===== config.mk =====
export PLATFORM = sky130hd
export DESIGN_NAME = ps2_key_event_decoder
export DESIGN_NICKNAME = d
export VERILOG_FILES = /design/src/rtl/ps2_key_event_decoder.sv
export SDC_FILE = /design/constraint.sdc
export NUM_CORES = 1
export LEC_CHECK = 0
export ABC_AREA = 0
export CAP_MARGIN = 20
export CORE_MARGIN = 3
export CORE_UTILIZATION = 40
export DETAILED_ROUTE_END_ITERATION = 7
export SLEW_MARGIN = 0
export SYNTH_ARGS = -nofsm -noshare
export SYNTH_HDL_FRONTEND = slang
export SYNTH_SLANG_ARGS = --single-unit

===== constraint.sdc =====
create_clock -name clk -period 2.4 [get_ports clk]
set_input_delay 0.48 -clock clk [delete_from_list [all_inputs] [get_ports clk]]
set_output_delay 0.48 -clock clk [all_outputs]
set_load 0.02 [all_outputs]

===== src/rtl/ps2_key_event_decoder.sv =====
// PS/2 scan-code decoder: folds E0/F0 prefixes into {ext,brk,code} key events
// and queues them in a first-word-fall-through FIFO.
module ps2_key_event_decoder #(
   parameter int unsigned FIFO_AW     = 2,
   parameter int unsigned TIMEOUT_CYC = 50000
) (
   input  logic       clk,
   input  logic       reset,
   input  logic       rx_done_tick,
   input  logic [7:0] din,
   input  logic       rd_en,
   input  logic       clr_ovf,
   output logic [7:0] key_code,
   output logic       key_ext,
   output logic       key_brk,
   output logic       empty,
   output logic       full,
   output logic       overflow
);

   localparam int unsigned DEPTH = 1 << FIFO_AW;
   localparam int unsigned CW    = (TIMEOUT_CYC > 2) ? $clog2(TIMEOUT_CYC) : 1;
   localparam logic [CW-1:0]      TMAX  = CW'(TIMEOUT_CYC - 1);
   localparam logic [FIFO_AW:0]   CFULL = (FIFO_AW + 1)'(DEPTH);

   typedef enum logic [1:0] {S_IDLE, S_E0, S_F0, S_E0F0} state_t;

   state_t             state_q, state_d;
   logic [CW-1:0]      tmo_q, tmo_d;
   logic [9:0]         mem_q [DEPTH];
   logic [FIFO_AW-1:0] wr_ptr_q, rd_ptr_q;
   logic [FIFO_AW:0]   count_q, count_d;
   logic               ovf_q;
   logic               emit;
   logic [9:0]         ev;
   logic               do_pop, do_push;

   function automatic logic is_hk(input logic [7:0] b);
      return b inside {8'h00, 8'hAA, 8'hEE, 8'hFA, 8'hFE, 8'hFF};
   endfunction

   always_comb begin
      state_d = state_q;
      tmo_d   = tmo_q;
      emit    = 1'b0;
      ev      = {(state_q == S_E0) || (state_q == S_E0F0),
                 (state_q == S_F0) || (state_q == S_E0F0), din};
      if (rx_done_tick) begin
         tmo_d = '0;
         if (din == 8'hE0) begin
            state_d = S_E0;
         end else if (din == 8'hF0) begin
            state_d = ((state_q == S_E0) || (state_q == S_E0F0)) ? S_E0F0 : S_F0;
         end else if (is_hk(din)) begin
            state_d = S_IDLE;
         end else begin
            emit    = 1'b1;
            state_d = S_IDLE;
         end
      end else if (state_q == S_IDLE) begin
         tmo_d = '0;
      end else if (tmo_q == TMAX) begin
         state_d = S_IDLE;
         tmo_d   = '0;
      end else begin
         tmo_d = tmo_q + 1'b1;
      end
   end

   assign empty = (count_q == '0);
   assign full  = (count_q == CFULL);
   // A full FIFO still accepts a write when the same edge pops the head slot.
   assign do_pop  = rd_en && !empty;
   assign do_push = emit && (!full || do_pop);

   always_comb begin
      count_d = count_q;
      if (do_push && !do_pop)      count_d = count_q + 1'b1;
      else if (do_pop && !do_push) count_d = count_q - 1'b1;
   end

   always_ff @(posedge clk or negedge reset) begin
      if (!reset) begin
         state_q  <= S_IDLE;
         tmo_q    <= '0;
         wr_ptr_q <= '0;
         rd_ptr_q <= '0;
         count_q  <= '0;
         ovf_q    <= 1'b0;
         for (int unsigned i = 0; i < DEPTH; i++) mem_q[i] <= '0;
      end else begin
         state_q <= state_d;
         tmo_q   <= tmo_d;
         count_q <= count_d;
         if (do_push) begin
            mem_q[wr_ptr_q] <= ev;
            wr_ptr_q        <= wr_ptr_q + 1'b1;
         end
         if (do_pop) rd_ptr_q <= rd_ptr_q + 1'b1;
         if (emit && !do_push) ovf_q <= 1'b1;
         else if (clr_ovf)     ovf_q <= 1'b0;
      end
   end

   assign {key_ext, key_brk, key_code} = mem_q[rd_ptr_q];
   assign overflow = ovf_q;

endmodule


==> impl_metrics.prom <==
# TYPE chip_impl_metric gauge
chip_impl_info{name="status",value="complete, no violations"} 1
chip_impl_metric{name="synth_adder_area_share",unit=""} 0.02888
chip_impl_metric{name="drc_errors",unit=""} 0
chip_impl_metric{name="final.setup.tns",unit="ns"} 0
chip_impl_metric{name="grtUsageTotal",unit=""} 0.1502
chip_impl_metric{name="slew_violations",unit=""} 0
chip_impl_metric{name="pin_count",unit=""} 26
chip_impl_metric{name="grt.overflow.total",unit=""} 0
chip_impl_metric{name="num_antenna_cells",unit=""} 0
chip_impl_metric{name="netlist_area",unit="mm²"} 0.003293
chip_impl_metric{name="post-synth-top-area-fraction",unit=""} 0.5015
chip_impl_metric{name="first_pass_iters",unit=""} 4
chip_impl_metric{name="die_w",unit="µm"} 96.74
chip_impl_metric{name="cells_after_synth",unit=""} 234
chip_impl_metric{name="grt_pass1_vias",unit=""} 2120
chip_impl_info{name="rsz0062_at_grt",value="yes"} 1
chip_impl_metric{name="compound_gate_fraction_of_synth_area",unit=""} 0.02508
chip_impl_metric{name="timing_worst_slew_pin_value",unit="ns"} 0.6123
chip_impl_info{name="cp-end-kind",value="register"} 1
chip_impl_metric{name="final_net_count",unit=""} 310
chip_impl_metric{name="final_hold_viol_count",unit=""} 0
chip_impl_info{name="critical_path_class",value="in -> reg"} 1
chip_impl_metric{name="post_route_antenna_net_violation_count",unit=""} 0
chip_impl_metric{name="cellPowerDensity",unit="mW/mm²"} 1127
chip_impl_metric{name="cts_htree_levels",unit=""} 3
chip_impl_metric{name="critical_path_required",unit="ns"} 2.66
chip_impl_info{name="combinational_family_with_the_most_area_after_synthesis",value="multiplexers"} 1
chip_impl_metric{name="max-slew-margin-rel",unit=""} 0.5880
chip_impl_metric{name="worst_skew_pair.late_latency",unit="ns"} 0.34
chip_impl_metric{name="placementRows",unit=""} 32
chip_impl_metric{name="layout.filler_cells",unit=""} 691
chip_impl_info{name="worstReg2RegEnd",value="count_q[2]"} 1
chip_impl_metric{name="dr.first_iter.drc_count",unit=""} 63
chip_impl_metric{name="yosys-mux-area-fraction",unit=""} 0.2576
chip_impl_metric{name="ff_to_ff_path_depth",unit=""} 10
chip_impl_metric{name="place.detailed.hpwl",unit="µm"} 4416
chip_impl_info{name="critical_path.startpoint_type",value="input pin"} 1
chip_impl_metric{name="yosys.area_share.xor_xnor",unit=""} 0.05319
chip_impl_metric{name="arrival",unit="ns"} 2.55
chip_impl_metric{name="vdd.ir_drop.worst",unit="mV"} 0.5189
chip_impl_info{name="holdCritPathClass",value="in -> async"} 1
chip_impl_metric{name="post_drt_via_cell_ratio",unit=""} 4.985
chip_impl_metric{name="port-buffer-count",unit=""} 25
chip_impl_metric{name="ys_seq_elements",unit=""} 66
chip_impl_metric{name="place.gp.congestion",unit=""} 0.7849
chip_impl_metric{name="yosysUniqueCellTypes",unit=""} 36
chip_impl_metric{name="place.detailed.instances",unit=""} 380
chip_impl_metric{name="grt_first_pass_wirelength",unit="µm"} 11090
chip_impl_metric{name="path_max_fanout",unit=""} 3
chip_impl_metric{name="synth_enable_flop_cells",unit=""} 0
chip_impl_metric{name="drt-wirelength-per-cell",unit="µm"} 15.97
chip_impl_metric{name="chipHeight",unit="µm"} 96.74
chip_impl_info{name="clock_tree.root_cell",value="clkbuf_8"} 1
chip_impl_metric{name="finish.cell_count_without_fillers",unit=""} 396
chip_impl_info{name="post_synth_main_area_contributors",value="dfrtp_1, mux2_4, mux4_2"} 1
chip_impl_info{name="synth-main-ff-cell",value="dfrtp_1"} 1
chip_impl_metric{name="num_vias",unit=""} 1974
chip_impl_metric{name="clkSinkCount",unit=""} 66
chip_impl_metric{name="placeableCoreArea",unit="mm²"} 0.007848
chip_impl_info{name="tritoncts_clock_tree",value="yes"} 1
chip_impl_metric{name="fin_crit",unit="ns"} 2.290
chip_impl_metric{name="clkTransAtPathRegs",unit="ns"} 0.08
chip_impl_metric{name="timing.max_cap.violations",unit=""} 0
chip_impl_metric{name="reg2reg_slack",unit="ns"} 0.35
chip_impl_metric{name="wirelength",unit="µm"} 6325
chip_impl_metric{name="final_core_util",unit=""} 0.5271
chip_impl_info{name="critical_path.reg2reg.startpoint",value="count_q[2]"} 1
chip_impl_metric{name="cts-buffers-inserted",unit=""} 9
chip_impl_metric{name="seq_total_area_yosys",unit=""} 0.5015
chip_impl_metric{name="total_leakage_power",unit="nW"} 1.840
chip_impl_metric{name="maxClockFrequency",unit="MHz"} 436.7
chip_impl_metric{name="grt_antenna_before_repair",unit=""} 0
chip_impl_metric{name="syn_nets",unit=""} 254
chip_impl_metric{name="postSynthAreaPerCell",unit="µm²"} 14.07
chip_impl_metric{name="fin_crit_sh",unit=""} 0.9541
chip_impl_metric{name="maximum_buffer_depth_of_the_clock_tree",unit=""} 2
chip_impl_metric{name="area_growth",unit="%"} 25.61
chip_impl_metric{name="clock-skew-final",unit="ns"} 0.01081
chip_impl_metric{name="die_outline_area",unit="mm²"} 0.009358
chip_impl_metric{name="floorplan.initialDensity",unit=""} 0.4196
chip_impl_metric{name="post_synth_and_or_nand_nor_area_fraction",unit=""} 0.1018
chip_impl_metric{name="layout-drive-gt1-share",unit=""} 0.3776
chip_impl_info{name="synth.most_common_cell",value="dfrtp_1"} 1
chip_impl_info{name="synth_top_area_cell",value="dfrtp_1"} 1
chip_impl_metric{name="setup_viol",unit=""} 0
chip_impl_metric{name="asyncSetResetFlopFracSynth",unit=""} 1.000
chip_impl_metric{name="grt_start_max_net_pins",unit=""} 43
chip_impl_metric{name="hold_ws",unit="ns"} 0.1252
chip_impl_metric{name="yosysWarnings",unit=""} 0
chip_impl_info{name="synth_commonest_cells",value="dfrtp_1, mux2_4, nor2_1"} 1
## where the power goes
part	internal, mW	switching, mW
registers	1.46	0.232
logic	1.15	0.760
clock network	0.636	0.423
## worst max path at each step
stage	start	endpoint	depth (start not counted)
after floorplan	din[1]	count_q[2]	11
after global placement	din[3]	count_q[2]	11
after detailed placement	din[3]	count_q[2]	11
after CTS	din[7]	count_q[2]	11
after global routing	din[3]	count_q[2]	11
final	din[6]	count_q[2]	10
## state kept, by name (all words and copies together) (netlist names)
name / count
count_q: 3
tmo_q: 16
mem_q: 40
state_q: 2
overflow: 1
rd_ptr_q: 2
wr_ptr_q: 2
## layer usage
layer  share of wire  track usage  up-vias
met3           0.031      0.04614        5
met2            0.48       0.2245       25
met5               0            0        -
met1            0.48       0.2088     1006
li1                -            -      938
met4          0.0095      0.04968        0
## layout by cell type (no fill, tap or decap), types with 2 or more instances in the layout
cell | netlist | routed
nand2_1 | 6 | 6
nor4_1 | 4 | 3
mux2_4 | 40 | 40
bufinv_16 | 0 | 2
inv_1 | 8 | 8
nand2b_1 | 2 | 2
clkbuf_8 | 0 | 11
dlymetal6s2s_1 | 0 | 4
clkinvlp_4 | 0 | 2
ha_1 | 6 | 6
xor2_1 | 7 | 7
nor2_1 | 21 | 20
nand3_1 | 7 | 7
o21ai_0 | 2 | 2
and3_1 | 4 | 4
clkdlybuf4s50_1 | 0 | 8
dfrtp_1 | 66 | 66
mux4_2 | 10 | 10
dlygate4sd2_1 | 0 | 12
buf_4 | 0 | 26
nor3_1 | 5 | 4
xnor2_1 | 13 | 13
buf_12 | 0 | 4
nor3b_2 | 4 | 5
## metrics by stage
stage,setup slack (ns),area (µm²),power (mW)
global route,-0.003822,4136,4.938
finish,0.1101,4136,4.663
detailed placement,-0.5039,3870,3.730
global placement,-0.4183,3870,3.703
floorplan,-0.01085,3301,3.020
CTS,0.003071,4096,4.724
## critical path, cell delays in order
cell and delay, ns:
clkdlybuf4s50_1 0.50, and3_1 0.25, a21boi_4 0.15, nor2_2 0.14, ha_1 0.18, inv_1 0.05, fa_1 0.37, xor2_1 0.17
nor2_1 0.11, xor2_1 0.15
## what timing repair did
action | CTS | global route
hold buffers | 0 | 0
setup endpoints to repair | 12 | 3
pin swaps | 1 | 1
buffers inserted | 1 | 0
resized for setup | 13 | 9
## cell type report
class / instances / area [µm²] / share of cell area
clock inverters: 4 / 75.07 / 0.01815
clock buffers: 11 / 151.4 / 0.03660
well taps: 102 / 127.6 / 0.03085
multi-input cells: 149 / 1582 / 0.3823
repair buffers: 55 / 515.5 / 0.1246
inverters: 9 / 33.78 / 0.008167
flip-flops and latches: 66 / 1652 / 0.3993
## logic make-up after synthesis
logic type,after synthesis
fa+ha+maj,7
simple gates,60
mux,52
xor+xnor,20
compound gates,10
buf+inv,19
flops,66
No activity file was read; power rests on OpenSTA's default activity.
